--- src/rtl/sprite_blitter.sv ---
// Copies a rectangular RGB565 sprite from ROM into a framebuffer, clipping at the right and bottom edges.
// Optional: define BLIT_TRANSPARENCY_EN to skip pixels whose color equals KEY_COLOR.
module sprite_blitter #(
    parameter int          FB_W      = 320,
    parameter int          FB_H      = 240,
    parameter logic [15:0] KEY_COLOR = 16'hFFFF
) (
    input  logic        clk,
    input  logic        reset_n,
    input  logic        start,
    input  logic [8:0]  pos_x,
    input  logic [8:0]  pos_y,
    input  logic [8:0]  spr_width,
    input  logic [8:0]  spr_height,
    output logic [16:0] spr_pixel,
    input  logic [15:0] spr_color,
    output logic [16:0] fb_addr,
    output logic [15:0] fb_data,
    output logic        fb_valid,
    input  logic        fb_ready,
    output logic        busy,
    output logic        done
);
    typedef enum logic [1:0] {
        IDLE  = 2'd0,
        FETCH = 2'd1,
        WRITE = 2'd2,
        DONE  = 2'd3
    } state_t;

    localparam logic [9:0] FB_W_L = 10'(FB_W);
    localparam logic [9:0] FB_H_L = 10'(FB_H);

    state_t      state_r, next_state_s;
    logic [8:0]  pos_x_r, pos_y_r, width_r, height_r;
    logic [16:0] idx_r;
    logic [8:0]  col_r, row_r;
    logic [16:0] fb_addr_r;
    logic [15:0] fb_data_r;
    logic        fb_valid_r, busy_r, done_r;

    logic [9:0]  col_sum_s, row_sum_s;
    logic [16:0] addr_full_s;
    logic        clip_s, skip_s, last_s;
    logic        load_s, capture_s, advance_s;

    // Framebuffer coordinates are summed at 10 bits so an off-screen pixel can never wrap back on-screen
    always_comb begin
        col_sum_s   = {1'b0, pos_x_r} + {1'b0, col_r};
        row_sum_s   = {1'b0, pos_y_r} + {1'b0, row_r};
        addr_full_s = 17'(row_sum_s) * 17'(FB_W) + 17'(col_sum_s);
        clip_s      = (col_sum_s >= FB_W_L) || (row_sum_s >= FB_H_L);
        last_s      = (col_r == width_r - 9'd1) && (row_r == height_r - 9'd1);
    end

`ifdef BLIT_TRANSPARENCY_EN
    assign skip_s = clip_s || (spr_color == KEY_COLOR);
`else
    assign skip_s = clip_s;
`endif

    // State register
    always_ff @(posedge clk or negedge reset_n) begin
        if (!reset_n) begin
            state_r <= IDLE;
        end else begin
            state_r <= next_state_s;
        end
    end

    // Next-state and datapath control
    always_comb begin
        next_state_s = state_r;
        load_s       = 1'b0;
        capture_s    = 1'b0;
        advance_s    = 1'b0;
        case (state_r)
            IDLE: begin
                if (start) begin
                    load_s = 1'b1;
                    if ((spr_width == 9'd0) || (spr_height == 9'd0)) begin
                        next_state_s = DONE;
                    end else begin
                        next_state_s = FETCH;
                    end
                end else begin
                    next_state_s = IDLE;
                end
            end
            FETCH: begin
                if (!skip_s) begin
                    capture_s    = 1'b1;
                    next_state_s = WRITE;
                end else begin
                    advance_s    = 1'b1;
                    next_state_s = last_s ? DONE : FETCH;
                end
            end
            WRITE: begin
                if (fb_ready) begin
                    advance_s    = 1'b1;
                    next_state_s = last_s ? DONE : FETCH;
                end else begin
                    next_state_s = WRITE;
                end
            end
            DONE: begin
                next_state_s = IDLE;
            end
            default: begin
                next_state_s = IDLE;
            end
        endcase
    end

    // Latched sprite geometry, pixel walker and registered outputs
    always_ff @(posedge clk or negedge reset_n) begin
        if (!reset_n) begin
            pos_x_r    <= 9'd0;
            pos_y_r    <= 9'd0;
            width_r    <= 9'd0;
            height_r   <= 9'd0;
            idx_r      <= 17'd0;
            col_r      <= 9'd0;
            row_r      <= 9'd0;
            fb_addr_r  <= 17'd0;
            fb_data_r  <= 16'd0;
            fb_valid_r <= 1'b0;
            busy_r     <= 1'b0;
            done_r     <= 1'b0;
        end else begin
            if (load_s) begin
                pos_x_r  <= pos_x;
                pos_y_r  <= pos_y;
                width_r  <= spr_width;
                height_r <= spr_height;
                idx_r    <= 17'd0;
                col_r    <= 9'd0;
                row_r    <= 9'd0;
            end else if (advance_s) begin
                idx_r <= idx_r + 17'd1;
                if (col_r == width_r - 9'd1) begin
                    col_r <= 9'd0;
                    row_r <= row_r + 9'd1;
                end else begin
                    col_r <= col_r + 9'd1;
                end
            end
            // Address and data are frozen for the whole WRITE state
            if (capture_s) begin
                fb_addr_r <= addr_full_s;
                fb_data_r <= spr_color;
            end
            fb_valid_r <= (next_state_s == WRITE);
            busy_r     <= (next_state_s != IDLE);
            done_r     <= (next_state_s == DONE);
        end
    end

    assign spr_pixel = idx_r;
    assign fb_addr   = fb_addr_r;
    assign fb_data   = fb_data_r;
    assign fb_valid  = fb_valid_r;
    assign busy      = busy_r;
    assign done      = done_r;

endmodule
--- config.mk ---
export PLATFORM = sky130hd
export DESIGN_NAME = sprite_blitter
export DESIGN_NICKNAME = d
export VERILOG_FILES = /design/src/rtl/sprite_blitter.sv
export SDC_FILE = /design/constraint.sdc
export NUM_CORES = 1
export LEC_CHECK = 0
export CAP_MARGIN = 40
export CORE_AREA = 2 2 131 95
export CTS_BUF_LIST = sky130_fd_sc_hd__clkbuf_4 sky130_fd_sc_hd__clkbuf_8
export DETAILED_ROUTE_END_ITERATION = 10
export DIE_AREA = 0 0 133 97
export PLACE_DENSITY = 0.94
export SYNTH_ARGS = -nofsm -noshare
export SYNTH_HDL_FRONTEND = slang
export SYNTH_SLANG_ARGS = --single-unit
--- constraint.sdc ---
create_clock -name clk -period 5.47 [get_ports clk]
set_input_delay 1.641 -clock clk [delete_from_list [all_inputs] [get_ports clk]]
set_output_delay 1.641 -clock clk [all_outputs]
set_load 0.005 [all_outputs]
==> out/results.txt <==
Layout cells sized above 1: 5.742%
#FFs+latches synth: 109
Routed vias/inst: 5.871
Fraction of registers with async set/reset: 100.0%
CTS H-tree depth: 3
Comb pwr share: 57.3%
Clock power frac: 11.0%
Starting Density: 58.99%
Crit path max-delay family: adder cells
R2R depth: 17
Sw Ratio: 42.75%
Buffer and inverter count on the worst path: 3
Pins over their slew limit: 0
GRT Util Overall: 25.74%
P_leak: 3.689 nW
Nets: 936
Setup TNS after final layout: 0 ps
CP Data Required Time: 5740 ps
Clock Tree Buf Depth: 2
I/O pin count: 109
Pwr Density: 508.5 nW/um^2
CTS root buf: clkbuf_8
Hold Path Class: reg2reg
Top-count cell post-synth: nand2_1
Register area share after synthesis: 40.14%
Global-route wire length before repair: 27,160 microns
TritonCTS buffer count: 9
Total power: 4.172 mW
TritonCTS clock tree: built
Cells along the critical path: ha_1 -> inv_1 -> fa_1 -> nand2b_1 -> a2111oi_0 -> a311o_1 -> ha_1 -> inv_1 -> fa_1 -> inv_1 -> a21o_1 -> a21oi_1 -> nor3_1 -> and3_1 -> nand3_1 -> xnor2_1 -> mux2_2
Row Count: 33
Clk sinks: 109
VDD IR-drop max: 0.2762 mV
Clk slew on worst S/H paths: 100 ps
WL final: 15,820 microns
Drt drc: 0
Syn nets: 832
Drt pass-1 iters: 7
Worst Path Arrival: 4430 ps
CP endpoint kind: flop
Area grow syn2layout: 20.73%
Slew margin rel.: 41.77%
Final Skew: 14.40 ps
Seq pwr share: 31.7%
Reg2reg start: col_r[0]
Most used cell, CP: inv_1
Kind of critical path: reg2reg
Top cells by count, synth: 127 x nand2_1, 109 x dfrtp_1, 44 x ha_1
Fmax: 240.2 MHz
Reg2reg setup slack: 1310 ps
Hold_buf cts: 0
Post-CTS Setup Inserts: 0
Inst Count DP: 978
Routed Antenna Nets: 0
Synth unique cells: 65
Non-Filler Instances: 993
Largest net degree at the start of global routing: 49
Initial antenna violation count: 0
Tmin final: 4163 ps
Unrepaired setup endpoints after global routing: no
HP Start: fb_addr[10]
Largest stage delay on the critical path: 480 ps
Routed len/inst: 15.93 microns
Synth Instances: 728
Gr ovfl total: 0
Die footprint: 12,900 sq um
Synth Flop Type: dfrtp_1
Die Y: 97 microns
RD Place Congestion: 0.9922
Highest-delay cell along the critical path: a2111oi_0
Synth Cell Area: 6795 sq um
Core Region: 11,520 sq um
Count of final hold-check violations: 0
Vias in the first global route: 5,657
Final period utilization: 76.10%
Crit start category: flop
# setup viols final: 0
Synth top area share: 40.14%
Mean Syn Cell Area: 9.334 sq um
WHS Endpoint: fb_addr[10]
Die width: 133 microns
Status: finished, final reports clean
Worst-Skew Late Latency: 390 ps
DR iter-0 viols: 448
Via count: 5,830
DP HPWL: 11,700 microns
Worst-path fanout max: 6
Worst-margin pin slew: 873.4 ps
Hold-critical path depth: 1
Reg2reg end: fb_addr[16]
Syn. warnings: 0
Post-CTS Resized: 0
Area leader, netlist: dfrtp_1
EDFF count, synth: 0
Port Buffer Count: 108
Max-cap violations: 0
Antenna diode count: 0
Switching pwr: 1.783 mW
P_int: 2.388 mW
Synth top area cells: dfrtp_1 40%, ha_1 8.1%, nand2_1 7.0%
## state kept, by name, indices dropped and copies added (netlist names)
register	cells
busy	1
state_r	2
height_r	9
col_r	9
pos_x_r	9
fb_data	16
spr_pixel	17
row_r	9
fb_addr	17
pos_y_r	9
fb_valid	1
width_r	9
done	1
## placed cells by master (no fill, tap or decap), types with 6 or more instances in the layout
| cell | netlist | final |
|---|---|---|
| nand2_1 | 127 | 127 |
| dfrtp_1 | 109 | 109 |
| clkdlybuf4s50_1 | 0 | 107 |
| ha_1 | 44 | 44 |
| a21oi_1 | 39 | 39 |
| nor2_1 | 37 | 37 |
| xnor2_1 | 32 | 32 |
| inv_1 | 32 | 32 |
| o21ai_0 | 27 | 27 |
| nand3_1 | 24 | 24 |
| xor2_1 | 20 | 20 |
| mux2_1 | 19 | 19 |
| and3_1 | 14 | 14 |
| nor3_1 | 12 | 12 |
| nand4_1 | 11 | 11 |
| or4_1 | 11 | 11 |
| nand2b_1 | 10 | 10 |
| a21o_1 | 10 | 10 |
| o31ai_1 | 9 | 9 |
| clkbuf_8 | 0 | 9 |
| nor4_1 | 8 | 8 |
| o211ai_1 | 8 | 8 |
| buf_4 | 2 | 8 |
| and2_1 | 8 | 7 |
| a22o_1 | 6 | 6 |
| nor2b_1 | 6 | 6 |
| mux2_2 | 6 | 6 |
## per-stage QoR
step / worst slack, ps / instance area [sq um] / util [%] / hold slack [ps]
2_1_floorplan: 1881 / 6795 / - / 452.3
3_3_place_gp: 1590 / 8005 / 69.49 / 464.2
3_5_place_dp: 1453 / 8033 / 69.73 / 474.3
4_1_cts: 1418 / 8204 / 71.22 / 496.8
5_1_grt: 1017 / 8204 / 71.22 / 513.2
6_report: 1307 / 8204 / 71.22 / 493.5
## power by group through the flow
stage | combinational, mW | sequential [mW] | clock [mW]
2_1_floorplan | 1.67 | 1.29 | 0
3_3_place_gp | 2.26 | 1.32 | 0
3_5_place_dp | 2.36 | 1.33 | 0
4_1_cts | 2.39 | 1.32 | 0.469
5_1_grt | 2.66 | 1.36 | 0.508
6_report | 2.39 | 1.32 | 0.458
## how the worst max path moves through the flow
stage               startpoint           to  slack (ps)  cells after the start
floorplan             col_r[0]  fb_addr[16]        1880                     17
global placement      col_r[0]  fb_addr[16]        1590                     17
detailed placement    col_r[0]  fb_addr[16]        1450                     17
CTS                   col_r[0]  fb_addr[16]        1420                     17
global route          col_r[0]  fb_addr[16]        1020                     17
finish                col_r[0]  fb_addr[16]        1310                     17
## logic make-up (layout without fill, tap and decap cells)
logic type	Yosys count	in the layout	share of synthesized area, %
and+or+nand+nor	283	283	20.00
xor gates and xnor gates	53	53	6.942
AOI/OAI and AO/OA	151	151	15.39
buffers and inverters	55	163	3.517
DFF	109	109	40.14
muxes	29	29	4.732
adders and majority gates	48	48	9.280
## per-layer routing
layer	track usage, %	routed length [microns]
met5	0	0
met4	6.452	222
met3	5.870	989
met2	40.53	7273
met1	36.18	7334
## final cells by class
cell class | instances | area [sq um]
clock buffers | 9 | 123.9
clock inverters | 6 | 47.55
fillers | 871 | 3316
inverters | 32 | 120.1
multi-input cells | 564 | 3830
flip-flops and latches | 109 | 2728
well taps | 157 | 196.4
repair buffers | 116 | 1159
Power figures use the tool's default switching activity.
